<file path="src/rtl/trade_uart_tx.sv">
// Trade record UART transmitter: captures matched trades into a FIFO and sends each as a
// 5-byte 8N1 frame (sync, price, bid, ask, xor checksum).
module trade_uart_tx #(
   parameter int unsigned CLK_HZ     = 50000000,
   parameter int unsigned BAUD       = 115200,
   parameter int unsigned FIFO_DEPTH = 4
) (
   input  logic                         clk_50,
   input  logic                         reset_n,
   input  logic                         match_signal,
   input  logic                         halt_signal,
   input  logic [7:0]                   trade_price,
   input  logic [7:0]                   best_bid,
   input  logic [7:0]                   best_ask,
   output logic                         uart_txd,
   output logic                         busy,
   output logic [$clog2(FIFO_DEPTH):0]  fifo_count,
   output logic                         overflow,
   output logic [7:0]                   frames_sent
);

   localparam int unsigned CLKS_PER_BIT = CLK_HZ / BAUD;
   localparam int unsigned CW = (CLKS_PER_BIT > 1) ? $clog2(CLKS_PER_BIT) : 1;
   localparam int unsigned AW = $clog2(FIFO_DEPTH);
   localparam logic [CW-1:0] BIT_LAST = CW'(CLKS_PER_BIT - 1);
   localparam logic [AW:0]   DEPTH_C  = (AW + 1)'(FIFO_DEPTH);

   typedef enum logic [2:0] {StIdle, StLoad, StStart, StData, StStop} state_e;

   state_e        state_q, state_d;
   logic          match_q;
   logic [23:0]   mem_q [FIFO_DEPTH];
   logic [AW-1:0] wr_ptr_q, rd_ptr_q;
   logic [AW:0]   count_q;
   logic          overflow_q;
   logic [23:0]   frame_q, frame_d;
   logic [7:0]    shift_q, shift_d;
   logic [2:0]    byte_idx_q, byte_idx_d;
   logic [2:0]    bit_idx_q, bit_idx_d;
   logic [CW-1:0] clk_cnt_q, clk_cnt_d;
   logic [7:0]    frames_q, frames_d;
   logic          txd_q, txd_d;

   logic push_req, push, pop, drop, bit_done;

   function automatic logic [7:0] byte_sel(input logic [23:0] rec, input logic [2:0] idx);
      case (idx)
         3'd0:    byte_sel = 8'hA5;
         3'd1:    byte_sel = rec[23:16];
         3'd2:    byte_sel = rec[15:8];
         3'd3:    byte_sel = rec[7:0];
         default: byte_sel = rec[23:16] ^ rec[15:8] ^ rec[7:0];
      endcase
   endfunction

   // A full FIFO still accepts a push when the head leaves in the same cycle.
   assign push_req = match_signal & ~match_q & ~halt_signal;
   assign pop      = (state_q == StIdle) && (count_q != '0);
   assign push     = push_req && ((count_q < DEPTH_C) || pop);
   assign drop     = push_req && !push;
   assign bit_done = (clk_cnt_q == BIT_LAST);

   always_ff @(posedge clk_50) begin
      if (push) begin
         mem_q[wr_ptr_q] <= {trade_price, best_bid, best_ask};
      end
   end

   always_ff @(posedge clk_50 or negedge reset_n) begin
      if (!reset_n) begin
         match_q    <= 1'b0;
         wr_ptr_q   <= '0;
         rd_ptr_q   <= '0;
         count_q    <= '0;
         overflow_q <= 1'b0;
      end else begin
         match_q <= match_signal;
         if (push) wr_ptr_q <= wr_ptr_q + 1'b1;
         if (pop)  rd_ptr_q <= rd_ptr_q + 1'b1;
         if (push && !pop)      count_q <= count_q + 1'b1;
         else if (!push && pop) count_q <= count_q - 1'b1;
         if (drop) overflow_q <= 1'b1;
      end
   end

   always_ff @(posedge clk_50 or negedge reset_n) begin
      if (!reset_n) begin
         state_q    <= StIdle;
         frame_q    <= '0;
         shift_q    <= '0;
         byte_idx_q <= '0;
         bit_idx_q  <= '0;
         clk_cnt_q  <= '0;
         frames_q   <= '0;
         txd_q      <= 1'b1;
      end else begin
         state_q    <= state_d;
         frame_q    <= frame_d;
         shift_q    <= shift_d;
         byte_idx_q <= byte_idx_d;
         bit_idx_q  <= bit_idx_d;
         clk_cnt_q  <= clk_cnt_d;
         frames_q   <= frames_d;
         txd_q      <= txd_d;
      end
   end

   always_comb begin
      state_d    = state_q;
      frame_d    = frame_q;
      shift_d    = shift_q;
      byte_idx_d = byte_idx_q;
      bit_idx_d  = bit_idx_q;
      clk_cnt_d  = clk_cnt_q;
      frames_d   = frames_q;
      txd_d      = 1'b1;

      case (state_q)
         StIdle: begin
            if (pop) begin
               frame_d    = mem_q[rd_ptr_q];
               byte_idx_d = '0;
               state_d    = StLoad;
            end
         end
         StLoad: begin
            shift_d   = byte_sel(frame_q, byte_idx_q);
            clk_cnt_d = '0;
            state_d   = StStart;
         end
         StStart: begin
            if (bit_done) begin
               clk_cnt_d = '0;
               bit_idx_d = '0;
               state_d   = StData;
            end else begin
               clk_cnt_d = clk_cnt_q + 1'b1;
            end
         end
         StData: begin
            if (bit_done) begin
               clk_cnt_d = '0;
               shift_d   = {1'b0, shift_q[7:1]};
               if (bit_idx_q == 3'd7) state_d = StStop;
               else                   bit_idx_d = bit_idx_q + 1'b1;
            end else begin
               clk_cnt_d = clk_cnt_q + 1'b1;
            end
         end
         StStop: begin
            if (bit_done) begin
               clk_cnt_d = '0;
               // Next byte goes straight into its start bit, no idle gap inside a frame.
               if (byte_idx_q != 3'd4) begin
                  byte_idx_d = byte_idx_q + 1'b1;
                  shift_d    = byte_sel(frame_q, 3'(byte_idx_q + 3'd1));
                  state_d    = StStart;
               end else begin
                  frames_d = frames_q + 1'b1;
                  state_d  = StIdle;
               end
            end else begin
               clk_cnt_d = clk_cnt_q + 1'b1;
            end
         end
         default: state_d = StIdle;
      endcase

      case (state_d)
         StStart: txd_d = 1'b0;
         StData:  txd_d = shift_d[0];
         default: txd_d = 1'b1;
      endcase
   end

   assign uart_txd    = txd_q;
   assign busy        = (state_q != StIdle);
   assign fifo_count  = count_q;
   assign overflow    = overflow_q;
   assign frames_sent = frames_q;

endmodule

</file>
<file path="config.mk">
export PLATFORM = sky130hd
export DESIGN_NAME = trade_uart_tx
export DESIGN_NICKNAME = d
export VERILOG_FILES = /design/src/rtl/trade_uart_tx.sv
export SDC_FILE = /design/constraint.sdc
export NUM_CORES = 1
export LEC_CHECK = 0
export CAP_MARGIN = 20
export CORE_UTILIZATION = 54
export CTS_CLUSTER_DIAMETER = 30
export DETAILED_ROUTE_END_ITERATION = 7
export GPL_ROUTABILITY_DRIVEN = 0
export GPL_TIMING_DRIVEN = 0
export PLACE_DENSITY = 0.76
export SYNTH_ARGS = -nofsm -noshare
export SYNTH_HDL_FRONTEND = slang
export SYNTH_SLANG_ARGS = --single-unit
</file>
<file path="constraint.sdc">
create_clock -name clk_50 -period 2.6 [get_ports clk_50]
set_input_delay 0.52 -clock clk_50 [delete_from_list [all_inputs] [get_ports clk_50]]
set_output_delay 0.52 -clock clk_50 [all_outputs]
set_load 0.01 [all_outputs]
</file>
==> results.toml, run 1 <==
[global_routing]
grt_pass1_vias = 4927
grt_pass1_wl_um = 24600
track_usage_pct = 22.7
grt_max_degree = 69
grt_antenna_before_repair = 0
gr-total-overflow = 0

[clocking]
cts_max_path_buffers = 2
postCtsHoldBufs = 0
clock-sinks = 164
clk_pin_slew_ns = 0.06
root_buffer = "clkbuf_16"
htree_levels = 4
numCtsBuffers = 17
cts_tree = "done"
clk-insertion-delay-late_ns = 0.42

[detailed_routing]
wire_per_inst_um = 18.2
met2WireLength_um = 7460
drcViolationCount = 0
drt.antenna.violating_nets = 0
first_pass_iters = 6
drt_iter0_drc = 395
routed_wl_um = 14700
topRoutingLayerUsed = "met4"
dr_total_vias = 4782
routed_via_density = 5.95
m1WireLength_um = 6180
wl_met3_um = 812

[worst_setup_path]
worstPathArrival_ns = 2.80
crit_type = "reg -> reg"
start_kind = "flip-flop"
cp_data_required_time_ns = 2.90
timing.rr.end = "shift_q[3]"
r2r_cells = 9
cp-end-kind = "flip-flop"
r2r_slack_ns = 0.10
timing.rr.start = "byte_idx_q[0]"
path_max_fanout = 10

[power_and_ir_drop]
ir_worst_vdd_v = 0.000990
cellLeakagePower_nw = 3.37
power_mw = 7.46
powerDensity_mw_per_mm2 = 853

[logic_synthesis]
async_flop_share_pct = 41.5
synth_seq_area_share_pct = 61.6
synth_flop_cell = "edfxtp_1"
syn_inst = 550
synth_warnings = 0
ys_ff_latch = 164
synth_edf_count = 96
synth_area_mm2 = 0.00744
avgSynthCellArea_um2 = 13.5
syn_nets = 595
synth_cell_types = 68

[die]
die_h_um = 119
core_mm2 = 0.0133
fp-row-count = 42
start_util_pct = 55.7
die-area_mm2 = 0.0142
fp.dieW_um = 119
io_pins = 42

[final_layout]
final_net_count = 661
n_antenna_cell = 0
fillers = 971
postLayoutCellArea_mm2 = 0.00875
area_growth_pct = 17.7
final_cells = 804
drive_above_1_share_pct = 15.1

[placed_design]
dp.cells = 771
portBuffers = 41
placed_area_mm2 = 0.00815
post-dp-hpwl_um = 10000

[worst_hold_path]
hold_class = "in -> async"

[sta]
rsz0062_at_grt = "no"
period_needed_ns = 2.50
relSlewSlack_pct = 42.8
timing.hold.ws_ns = 0.205
fmax_mhz = 401
finalHoldViolCount = 0
worst_slew_pin_slew_ns = 0.859
finalCritPeriodShare_pct = 96.0
setup_viol = 0
fin_skew_ns = 0.00749
slew_violations = 0

[status]
status = "finished, final reports clean"

[run]
max-cap-violations = 0
[layer usage]
layer	global-route usage [%]	vias up
li1	-	2208
met5	0	-
met1	28.5	2389
met3	6.08	17
met2	38.3	168
met4	7.19	0
[flip-flops by register name, summed over array words and instances (netlist names)]
signal / flops
mem_q: 96
frame_q: 24
clk_cnt_q: 9
frames_sent: 8
shift_q: 8
bit_idx_q: 3
byte_idx_q: 3
fifo_count: 3
state_q: 3
rd_ptr_q: 2
wr_ptr_q: 2
match_q: 1
overflow: 1
uart_txd: 1
[per-stage QoR]
stage / util (%) / setup WS, ns / setup TNS [ns]
6_report: 65.6 / 0.104 / 0
5_1_grt: 65.6 / 0.0133 / 0
4_1_cts: 65.4 / 0.0184 / 0
3_5_place_dp: 61.1 / -0.264 / -14.89
3_3_place_gp: 60.5 / -1.15 / -115.58
2_1_floorplan: - / 0.0262 / 0
[cell usage after synthesis, drive strengths merged, types with 2 or more instances]
cell	count	area share (%)
o31a	2	0.24
xor2	11	1.3
a22oi	9	0.91
a22o	8	0.94
nand2b	5	0.42
buf	12	0.96
a21o	3	0.30
edfxtp	96	39
a21oi	10	0.77
nor3	4	0.27
and2	5	0.42
nand4	4	0.42
a221o	8	1.1
ha	16	2.7
a21boi	2	0.20
or3	2	0.17
nor3b	2	0.27
o22ai	3	0.44
o21ai	24	1.6
inv	10	0.50
nor2	24	1.5
dfrtp	67	23
clkbuf	15	0.77
nand3	9	0.61
nor2b	6	0.50
o41ai	2	0.24
a222oi	10	1.3
mux4	24	7.3
mux2	3	0.45
and3	5	0.42
and4	3	0.39
xnor2	17	2.0
o31ai	9	0.91
a31oi	3	0.34
nand2	97	4.9
[logic make-up after synthesis]
family	count (synthesis)	synth area share (%)
AO/OA/AOI/OAI	104	10.6
buffers and inverters	37	2.24
AND/OR/NAND/NOR	171	11.1
adder cells (fa/ha/maj)	17	2.96
flip-flops	164	61.6
XOR/XNOR	29	3.60
multiplexers	28	7.86
[final cells by class]
type / count / area, µm² / area share, %
Timing Repair Buffer: 48 / 515 / 5.89
Buffer: 26 / 136 / 1.56
Clock buffer: 18 / 429 / 4.90
Multi-Input combinational cell: 349 / 2700 / 30.9
Tap cell: 176 / 220 / 2.52
Clock inverter: 13 / 125 / 1.43
Inverter: 10 / 37.5 / 0.429
Sequential cell: 164 / 4590 / 52.4
[worst max path at each step]
stage,start,endpoint,slack (ns),cells after the start
floorplan,state_q[2],fifo_count[1],0.03,10
global placement,reset_n,frame_q[15],-1.15,1
detailed placement,state_q[2],fifo_count[1],-0.26,10
CTS,state_q[2],fifo_count[1],0.02,9
global route,state_q[1],fifo_count[2],0.01,8
finish,byte_idx_q[0],shift_q[3],0.10,9
[critical path, stage by stage, from the launching register on]
cell,delay [ns]
dfrtp_1,0.43
ha_1,0.25
ha_1,0.27
clkbuf_4,0.18
o31a_1,0.17
buf_4,0.18
o31ai_1,0.10
a222oi_1,0.45
nor2_1,0.07
a221o_1,0.27
[where the power goes]
group          switching [mW]  internal, mW
clock                    1.03          1.33
combinational           0.795         0.842
sequential              0.380          3.09
[layout by cell type, fill, tap and decap left out, types with 3 or more instances in the layout]
master / instances
nand2_1: 97
edfxtp_1: 96
dfrtp_1: 65
clkdlybuf4s50_1: 40
mux4_2: 24
nor2_1: 22
o21ai_0: 21
xnor2_1: 17
clkbuf_16: 17
ha_1: 16
clkbuf_1: 14
xor2_1: 11
a222oi_1: 10
inv_1: 9
nand3_1: 9
o31ai_1: 9
a22oi_1: 9
a221o_1: 8
a22o_1: 8
a21oi_1: 7
buf_2: 6
nor2b_1: 6
buf_4: 5
and3_1: 5
nand2b_1: 5
inv_6: 5
and2_1: 4
a21oi_2: 3
buf_6: 3
nand4_1: 3
nor3_1: 3
mux2_2: 3
o21ai_1: 3
a21o_1: 3
clkinvlp_4: 3
[repair_timing]
item                       CTS  global route
gates cloned                 0             0
buffers inserted             1             2
setup endpoints to repair   98             7
gates resized for setup      4             8
pin swaps                    1             1
No activity file was read; power rests on OpenSTA's default activity.
==> inputs of run 2 (changes only) <==
--- a/config.mk
+++ b/config.mk
@@ -8,6 +8,7 @@
 export CAP_MARGIN = 20
 export CORE_UTILIZATION = 54
 export CTS_CLUSTER_DIAMETER = 30
+export CTS_CLUSTER_SIZE = 28
 export DETAILED_ROUTE_END_ITERATION = 7
 export GPL_ROUTABILITY_DRIVEN = 0
 export GPL_TIMING_DRIVEN = 0
==> results of run 2 <==
Final layout, timing and power as in run 1 (identical DEF).
